--- src/rtl/sx3_i2c_ctrl_slave.sv ---
// I2C responder for SX3 camera/audio control: filtered bus front-end, byte FSM,
// and the control/format register bank driven by the interface.
`timescale 1ns/1ps
module sx3_i2c_ctrl_slave #(
    parameter logic [6:0] I2C_ADDR = 7'h4C,
    parameter logic [7:0] DEV_ID   = 8'hA5
) (
    input  logic        clk_osc,
    input  logic        reset_n_HFCLKOUT,
    input  logic        scl_i,
    input  logic        sda_i,
    output logic        sda_oe_o,
    input  logic        cam_fifo_overflow_i,
    output logic        cam_app_en_o,
    output logic        aud_app_en_o,
    output logic        still_cap_en_o,
    output logic        vid_skt_rst_o,
    output logic        aud_skt_rst_o,
    output logic [15:0] img_width_o,
    output logic [15:0] img_height_o,
    output logic [15:0] line_blanking_o,
    output logic [7:0]  vid_fps_o,
    output logic        busy_o
);

    localparam logic [3:0] ST_IDLE      = 4'd0;
    localparam logic [3:0] ST_ADDR      = 4'd1;
    localparam logic [3:0] ST_ADDR_ACK  = 4'd2;
    localparam logic [3:0] ST_REG       = 4'd3;
    localparam logic [3:0] ST_REG_ACK   = 4'd4;
    localparam logic [3:0] ST_WDATA     = 4'd5;
    localparam logic [3:0] ST_WDATA_ACK = 4'd6;
    localparam logic [3:0] ST_RDATA     = 4'd7;
    localparam logic [3:0] ST_RDATA_ACK = 4'd8;

    logic [1:0] scl_sync_q, sda_sync_q, scl_hist_q, sda_hist_q;
    logic       scl_f_q, sda_f_q, scl_f_d, sda_f_d;
    logic       armed_q;
    logic       scl_rise, scl_fall, start_det, stop_det;

    logic [3:0] state_q, state_d;
    logic [3:0] bitcnt_q, bitcnt_d;
    logic [7:0] shift_q, shift_d;
    logic [7:0] ptr_q, ptr_d;
    logic       mack_q, mack_d;
    logic       sda_oe_q, sda_oe_d;
    logic       busy_q, busy_d;
    logic       wr_en;
    logic [7:0] rdata;

    logic [2:0]  ctrl_q;
    logic        vid_rst_q, aud_rst_q;
    logic [15:0] width_q, height_q, blank_q;
    logic [7:0]  fps_q, wlo_q, hlo_q, blo_q;
    logic        status_q;

    // Window is {two history samples, newest synchronized sample}: a level is
    // accepted on its third consecutive sample, so SCL fall reaches the FSM 5 cycles after the pin.
    always_comb begin
        scl_f_d = scl_f_q;
        sda_f_d = sda_f_q;
        if ({scl_hist_q, scl_sync_q[1]} == 3'b111) scl_f_d = 1'b1;
        else if ({scl_hist_q, scl_sync_q[1]} == 3'b000) scl_f_d = 1'b0;
        if ({sda_hist_q, sda_sync_q[1]} == 3'b111) sda_f_d = 1'b1;
        else if ({sda_hist_q, sda_sync_q[1]} == 3'b000) sda_f_d = 1'b0;
    end

    assign scl_rise  = ~scl_f_q & scl_f_d;
    assign scl_fall  = scl_f_q & ~scl_f_d;
    // START only counts once the bus has been seen idle-high since reset.
    assign start_det = armed_q & scl_f_q & scl_f_d & sda_f_q & ~sda_f_d;
    assign stop_det  = scl_f_q & scl_f_d & ~sda_f_q & sda_f_d;

    always_ff @(posedge clk_osc or negedge reset_n_HFCLKOUT) begin
        if (!reset_n_HFCLKOUT) begin
            scl_sync_q <= '0;
            sda_sync_q <= '0;
            scl_hist_q <= '0;
            sda_hist_q <= '0;
            scl_f_q    <= 1'b0;
            sda_f_q    <= 1'b0;
            armed_q    <= 1'b0;
        end else begin
            scl_sync_q <= {scl_sync_q[0], scl_i};
            sda_sync_q <= {sda_sync_q[0], sda_i};
            scl_hist_q <= {scl_hist_q[0], scl_sync_q[1]};
            sda_hist_q <= {sda_hist_q[0], sda_sync_q[1]};
            scl_f_q    <= scl_f_d;
            sda_f_q    <= sda_f_d;
            armed_q    <= armed_q | (scl_f_q & sda_f_q);
        end
    end

    always_comb begin
        case (ptr_q)
            8'h00:   rdata = {5'b0, ctrl_q};
            8'h01:   rdata = width_q[7:0];
            8'h02:   rdata = width_q[15:8];
            8'h03:   rdata = height_q[7:0];
            8'h04:   rdata = height_q[15:8];
            8'h05:   rdata = fps_q;
            8'h06:   rdata = blank_q[7:0];
            8'h07:   rdata = blank_q[15:8];
            8'h08:   rdata = {7'b0, status_q};
            8'h0F:   rdata = DEV_ID;
            default: rdata = 8'h00;
        endcase
    end

    always_comb begin
        state_d  = state_q;
        bitcnt_d = bitcnt_q;
        shift_d  = shift_q;
        ptr_d    = ptr_q;
        mack_d   = mack_q;
        sda_oe_d = sda_oe_q;
        busy_d   = busy_q;
        wr_en    = 1'b0;
        if (start_det) begin
            state_d  = ST_ADDR;
            bitcnt_d = '0;
            sda_oe_d = 1'b0;
        end else if (stop_det) begin
            state_d  = ST_IDLE;
            sda_oe_d = 1'b0;
            busy_d   = 1'b0;
        end else if (scl_rise) begin
            case (state_q)
                ST_ADDR, ST_REG, ST_WDATA: begin
                    shift_d  = {shift_q[6:0], sda_f_q};
                    bitcnt_d = bitcnt_q + 4'd1;
                end
                ST_RDATA:     bitcnt_d = bitcnt_q + 4'd1;
                ST_RDATA_ACK: mack_d = ~sda_f_q;
                default: ;
            endcase
        end else if (scl_fall) begin
            case (state_q)
                ST_ADDR: if (bitcnt_q == 4'd8) begin
                    if (shift_q[7:1] == I2C_ADDR) begin
                        state_d  = ST_ADDR_ACK;
                        sda_oe_d = 1'b1;
                        busy_d   = 1'b1;
                    end else begin
                        state_d  = ST_IDLE;
                    end
                end
                ST_ADDR_ACK: begin
                    bitcnt_d = '0;
                    if (shift_q[0]) begin
                        shift_d  = rdata;
                        sda_oe_d = ~rdata[7];
                        state_d  = ST_RDATA;
                    end else begin
                        sda_oe_d = 1'b0;
                        state_d  = ST_REG;
                    end
                end
                ST_REG: if (bitcnt_q == 4'd8) begin
                    ptr_d    = shift_q;
                    sda_oe_d = 1'b1;
                    state_d  = ST_REG_ACK;
                end
                ST_REG_ACK, ST_WDATA_ACK: begin
                    sda_oe_d = 1'b0;
                    bitcnt_d = '0;
                    state_d  = ST_WDATA;
                end
                ST_WDATA: if (bitcnt_q == 4'd8) begin
                    wr_en    = 1'b1;
                    ptr_d    = ptr_q + 8'd1;
                    sda_oe_d = 1'b1;
                    state_d  = ST_WDATA_ACK;
                end
                ST_RDATA: begin
                    if (bitcnt_q == 4'd8) begin
                        sda_oe_d = 1'b0;
                        ptr_d    = ptr_q + 8'd1;
                        state_d  = ST_RDATA_ACK;
                    end else begin
                        shift_d  = {shift_q[6:0], 1'b0};
                        sda_oe_d = ~shift_q[6];
                    end
                end
                ST_RDATA_ACK: begin
                    if (mack_q) begin
                        shift_d  = rdata;
                        sda_oe_d = ~rdata[7];
                        bitcnt_d = '0;
                        state_d  = ST_RDATA;
                    end else begin
                        sda_oe_d = 1'b0;
                        state_d  = ST_IDLE;
                    end
                end
                default: ;
            endcase
        end
    end

    always_ff @(posedge clk_osc or negedge reset_n_HFCLKOUT) begin
        if (!reset_n_HFCLKOUT) begin
            state_q  <= ST_IDLE;
            bitcnt_q <= '0;
            shift_q  <= '0;
            ptr_q    <= '0;
            mack_q   <= 1'b0;
            sda_oe_q <= 1'b0;
            busy_q   <= 1'b0;
        end else begin
            state_q  <= state_d;
            bitcnt_q <= bitcnt_d;
            shift_q  <= shift_d;
            ptr_q    <= ptr_d;
            mack_q   <= mack_d;
            sda_oe_q <= sda_oe_d;
            busy_q   <= busy_d;
        end
    end

    // Low bytes of 16-bit fields park in a shadow until the high byte commits both.
    always_ff @(posedge clk_osc or negedge reset_n_HFCLKOUT) begin
        if (!reset_n_HFCLKOUT) begin
            ctrl_q    <= '0;
            vid_rst_q <= 1'b0;
            aud_rst_q <= 1'b0;
            width_q   <= 16'd1920;
            height_q  <= 16'd1280;
            fps_q     <= 8'd30;
            blank_q   <= '0;
            wlo_q     <= '0;
            hlo_q     <= '0;
            blo_q     <= '0;
            status_q  <= 1'b0;
        end else begin
            vid_rst_q <= wr_en && (ptr_q == 8'h00) && shift_q[3];
            aud_rst_q <= wr_en && (ptr_q == 8'h00) && shift_q[4];
            status_q  <= cam_fifo_overflow_i | (status_q & ~(wr_en && (ptr_q == 8'h08)));
            if (wr_en) begin
                case (ptr_q)
                    8'h00: ctrl_q   <= shift_q[2:0];
                    8'h01: wlo_q    <= shift_q;
                    8'h02: width_q  <= {shift_q, wlo_q};
                    8'h03: hlo_q    <= shift_q;
                    8'h04: height_q <= {shift_q, hlo_q};
                    8'h05: fps_q    <= shift_q;
                    8'h06: blo_q    <= shift_q;
                    8'h07: blank_q  <= {shift_q, blo_q};
                    default: ;
                endcase
            end
        end
    end

    assign sda_oe_o        = sda_oe_q;
    assign busy_o          = busy_q;
    assign cam_app_en_o    = ctrl_q[0];
    assign aud_app_en_o    = ctrl_q[1];
    assign still_cap_en_o  = ctrl_q[2];
    assign vid_skt_rst_o   = vid_rst_q;
    assign aud_skt_rst_o   = aud_rst_q;
    assign img_width_o     = width_q;
    assign img_height_o    = height_q;
    assign line_blanking_o = blank_q;
    assign vid_fps_o       = fps_q;

endmodule
--- config.mk ---
export PLATFORM = sky130hd
export DESIGN_NAME = sx3_i2c_ctrl_slave
export DESIGN_NICKNAME = d
export VERILOG_FILES = /design/src/rtl/sx3_i2c_ctrl_slave.sv
export SDC_FILE = /design/constraint.sdc
export NUM_CORES = 1
export LEC_CHECK = 0
export ABC_AREA = 0
export CORE_MARGIN = 4
export CORE_UTILIZATION = 60
export CTS_CLUSTER_SIZE = 14
export DETAILED_ROUTE_END_ITERATION = 8
export DONT_BUFFER_PORTS = 1
export PLACE_DENSITY = 0.73
export REMOVE_ABC_BUFFERS = 1
export SLEW_MARGIN = 20
export SYNTH_ARGS = -nofsm -noshare
export SYNTH_HDL_FRONTEND = slang
export SYNTH_SLANG_ARGS = --single-unit
--- constraint.sdc ---
create_clock -name clk_osc -period 4.7 [get_ports clk_osc]
set_input_delay 0.94 -clock clk_osc [delete_from_list [all_inputs] [get_ports clk_osc]]
set_output_delay 0.94 -clock clk_osc [all_outputs]
set_load 0.02 [all_outputs]
==> key figures <==
Clocking
  • Reg clk slew, reported paths: approximately 0.06 ns
  • Htree depth: 4
  • Clk sinks: ~120
  • CTS Buf Count: 17
  • Post_cts resized: 0
  • Post-CTS Setup Inserts: 0
  • Clk_lat worst skew: 0.54 ns
  • Hold-fix buffers, CTS: 0
  • CTS tree: built
  • Clk buf depth: 2
  • Clock Tree Root: clkbuf_8

Synthesis
  • Avg Inst Size Synth: around 12 µm²
  • Post-Syn Area: about 6300 µm²
  • Mapped Cells: 529
  • Largest family of logic cells by synthesized area: multiplexers
  • Seq cells post-synth: around 120
  • Sequential share of the synthesized area: 0.494
  • Mux share of post-synthesis cell area: 0.199
  • Area fraction of the dominant cell type after synthesis: 0.452
  • Most used DFF post-synth: dfrtp_1
  • Synth unique cells: 71
  • Post-Synth XOR/XNOR Area: 0.00278
  • Cell taking the most area after synthesis: dfrtp_1
  • Adder-Cell Fraction of Synth Area: 0.0198
  • Post-synth EDFFs: 0
  • Simple-gate share of the synthesized area: 0.123
  • Compound-cell area share of the yosys netlist: 0.124
  • Synth top area cells: dfrtp_1, mux2_2, mux2_4
  • Synth warn: 0
  • Async S/R FF share, synth: 1.00

GRT
  • Antenna violations before repair: 0
  • Met3 Track Usage GR: 0.110
  • Overall Global Routing Usage: 0.258
  • First-pass GRT wire length: around 25 mm
  • Met1 Use GR: 0.337
  • Total gr overflow: 0
  • GR peak layer: met2
  • Largest net degree at the start of global routing: roughly 130
  • Met2 Track Usage GR: 0.379
  • Vias in the first global route: 4,467

Drt
  • Vias per cell: between 6 and 7
  • Final ANT Viol Nets: 0
  • Routed via count: roughly 4,300
  • Residual DRC count: 0
  • Routed WL: ~15 mm
  • WL per Instance: ~23 µm
  • Detailed Route Iter0 Violations: 450
  • DR pass1 iterations: 5

Outcome
  • Status: finished, final reports clean

Final layout
  • Share of cells above drive strength 1: 0.302
  • Most frequent cells in the layout: dfrtp_1, mux2_2, nand2_1
  • Area Growth Syn to Fin: 9.40%
  • Fin area: just under 7000 µm²
  • Final nets: about 530
  • Filler cells: a little under 800
  • Commonest non-fill, non-tap cell in the layout: dfrtp_1
  • Ant diodes: 0

Timing
  • Setup slack after layout: around 1.2 ns
  • Unrepaired setup endpoints after global routing: no
  • Crit share post-route: 0.742
  • Fin. max-slew vios: 0
  • Clk_skew: about 0.007 ns
  • Hold_ws: approximately 0.1 ns
  • Setup violations, final: 0
  • Worst Tran Pin Value: 0.993 ns
  • Slew margin rel.: 0.338
  • Setup tns final: 0 ns
  • Hold Vio Cnt, Final: 0
  • Final worst path period need: 3.49 ns
  • Fmax: between 0.2 and 0.3 GHz

Setup path
  • Data arrival time of the worst path: roughly 3.9 ns
  • Startpoint types: register
  • Req. time, crit path: 5.11 ns
  • CP Max Fanout: 16
  • Worst setup EP type: register
  • Worst r2r path cells: 9
  • Setup CP Type: register to register
  • R2r setup slk: between 1 and 1.5 ns

Placement
  • Placed Area: around 6300 µm²
  • Dpl hpwl: 9.60 mm
  • Setup slack at placement: between 1 and 1.5 ns
  • Routability cong.: approximately 0.87
  • I/O Buffers: 0

Floorplan
  • Ports: roughly 70
  • Die height: 111 µm
  • Core ar.: 10,300 µm²
  • Die area: ~12,000 µm²
  • Chip width: around 110 µm
  • Starting Density: 0.614
  • Row count: 37

Min path
  • HP Class: input port to async pin

Power and ir drop
  • Tot Pwr: around 2.7 mW
  • Peak VDD IR: 0.376 mV
  • Power per cell area: a little under 400 nW/µm²
  • Static leakage: 3.23 nW

Run
  • Max_cap viols: 0
-- final timing paths --
path / endpoint / startpoint
max reg2reg: img_height_o[9] / scl_f_q
min reg2reg: sda_sync_q[1] / sda_sync_q[0]
max in group asynchronous: img_width_o[8] / reset_n_HFCLKOUT
max: img_height_o[9] / scl_f_q
min: line_blanking_o[4] / reset_n_HFCLKOUT
min in group clk_osc: sda_sync_q[1] / sda_sync_q[0]
-- flip-flops by register name, indices dropped and copies added, names as in the netlist, 2 cells and up --
name / count
hlo_q: 8
scl_hist_q: 2
wlo_q: 8
ctrl_q: 3
state_q: 4
sda_hist_q: 2
sda_sync_q: 2
shift_q: 8
vid_fps_o: 8
img_height_o: 16
img_width_o: 16
blo_q: 8
bitcnt_q: 4
scl_sync_q: 2
ptr_q: 8
line_blanking_o: 16
-- metrics by stage --
stage	utilization	instances
after floorplan	-	491
after global placement	0.614	630
after detailed placement	0.614	630
after CTS	0.672	662
after global routing	0.672	662
final	0.672	662
-- metal layers --
layer	routed length (µm)	vias up	share of wire
li1	-	1922	-
met1	6570	2187	0.44
met2	6700	177	0.45
met3	1380	32	0.092
met4	368	0	0.025
met5	0	-	0
-- area by class of cell --
type,count,area [µm²],share of cell area
Sequential cell,124,3120,0.451
Multi-Input combinational cell,355,2960,0.428
Clock buffer,25,484,0.0701
Tap cell,136,170,0.0246
Clock inverter,7,113,0.0163
Inverter,12,45.0,0.00652
Timing Repair Buffer,3,22.5,0.00326
-- power by group --
group	switching (mW)	total [mW]	leakage, nW	internal [mW]
Combinational	0.0869	0.159	1.29	0.0716
Sequential	0.0997	1.20	1.65	1.10
Clock	0.457	1.32	0.292	0.862
-- cells in the mapped netlist, types with 3 or more instances --
master       n
o21bai_1     3
nor3_1       3
o21ai_0     20
buf_1        4
a222oi_1     7
nor4bb_1     3
and3_1       8
nand2_1     38
dfrtp_1    114
mux2_2      66
mux2i_1      6
and2_1       3
a21o_1       6
nand3_4      4
a21oi_1     28
nand2b_1     4
buf_6        5
a31oi_1      6
o31ai_1      4
a22oi_1     13
nand3_1     13
nand3_2      4
a2bb2oi_1    3
ha_1        10
clkbuf_1    18
dfstp_2     10
mux2_4      30
nor2_1      19
buf_2       10
inv_1       12
o22ai_1      3
nand4_1      3
-- critical path, stage by stage, from the launching register on --
cell and delay, ns:
dfrtp_1 0.42, inv_1 0.11, nand2_1 0.05, a21o_1 0.22, ha_1 0.35, and2b_1 0.40, nand3_4 0.12, nor4_4 0.78
nand3_4 0.47, mux2_4 0.43
-- kinds of logic (layout without fill, tap and decap cells) --
| group | after synthesis | after routing |
|---|---|---|
| multiplexers | 102 | 102 |
| adder cells (fa/ha/maj) | 10 | 10 |
| flip-flops | 124 | 124 |
| AND/OR/NAND/NOR | 127 | 127 |
| XOR/XNOR | 2 | 2 |
| buffers and inverters | 50 | 47 |
| AO/OA/AOI/OAI | 114 | 114 |
(Power assumes the default switching activity.)
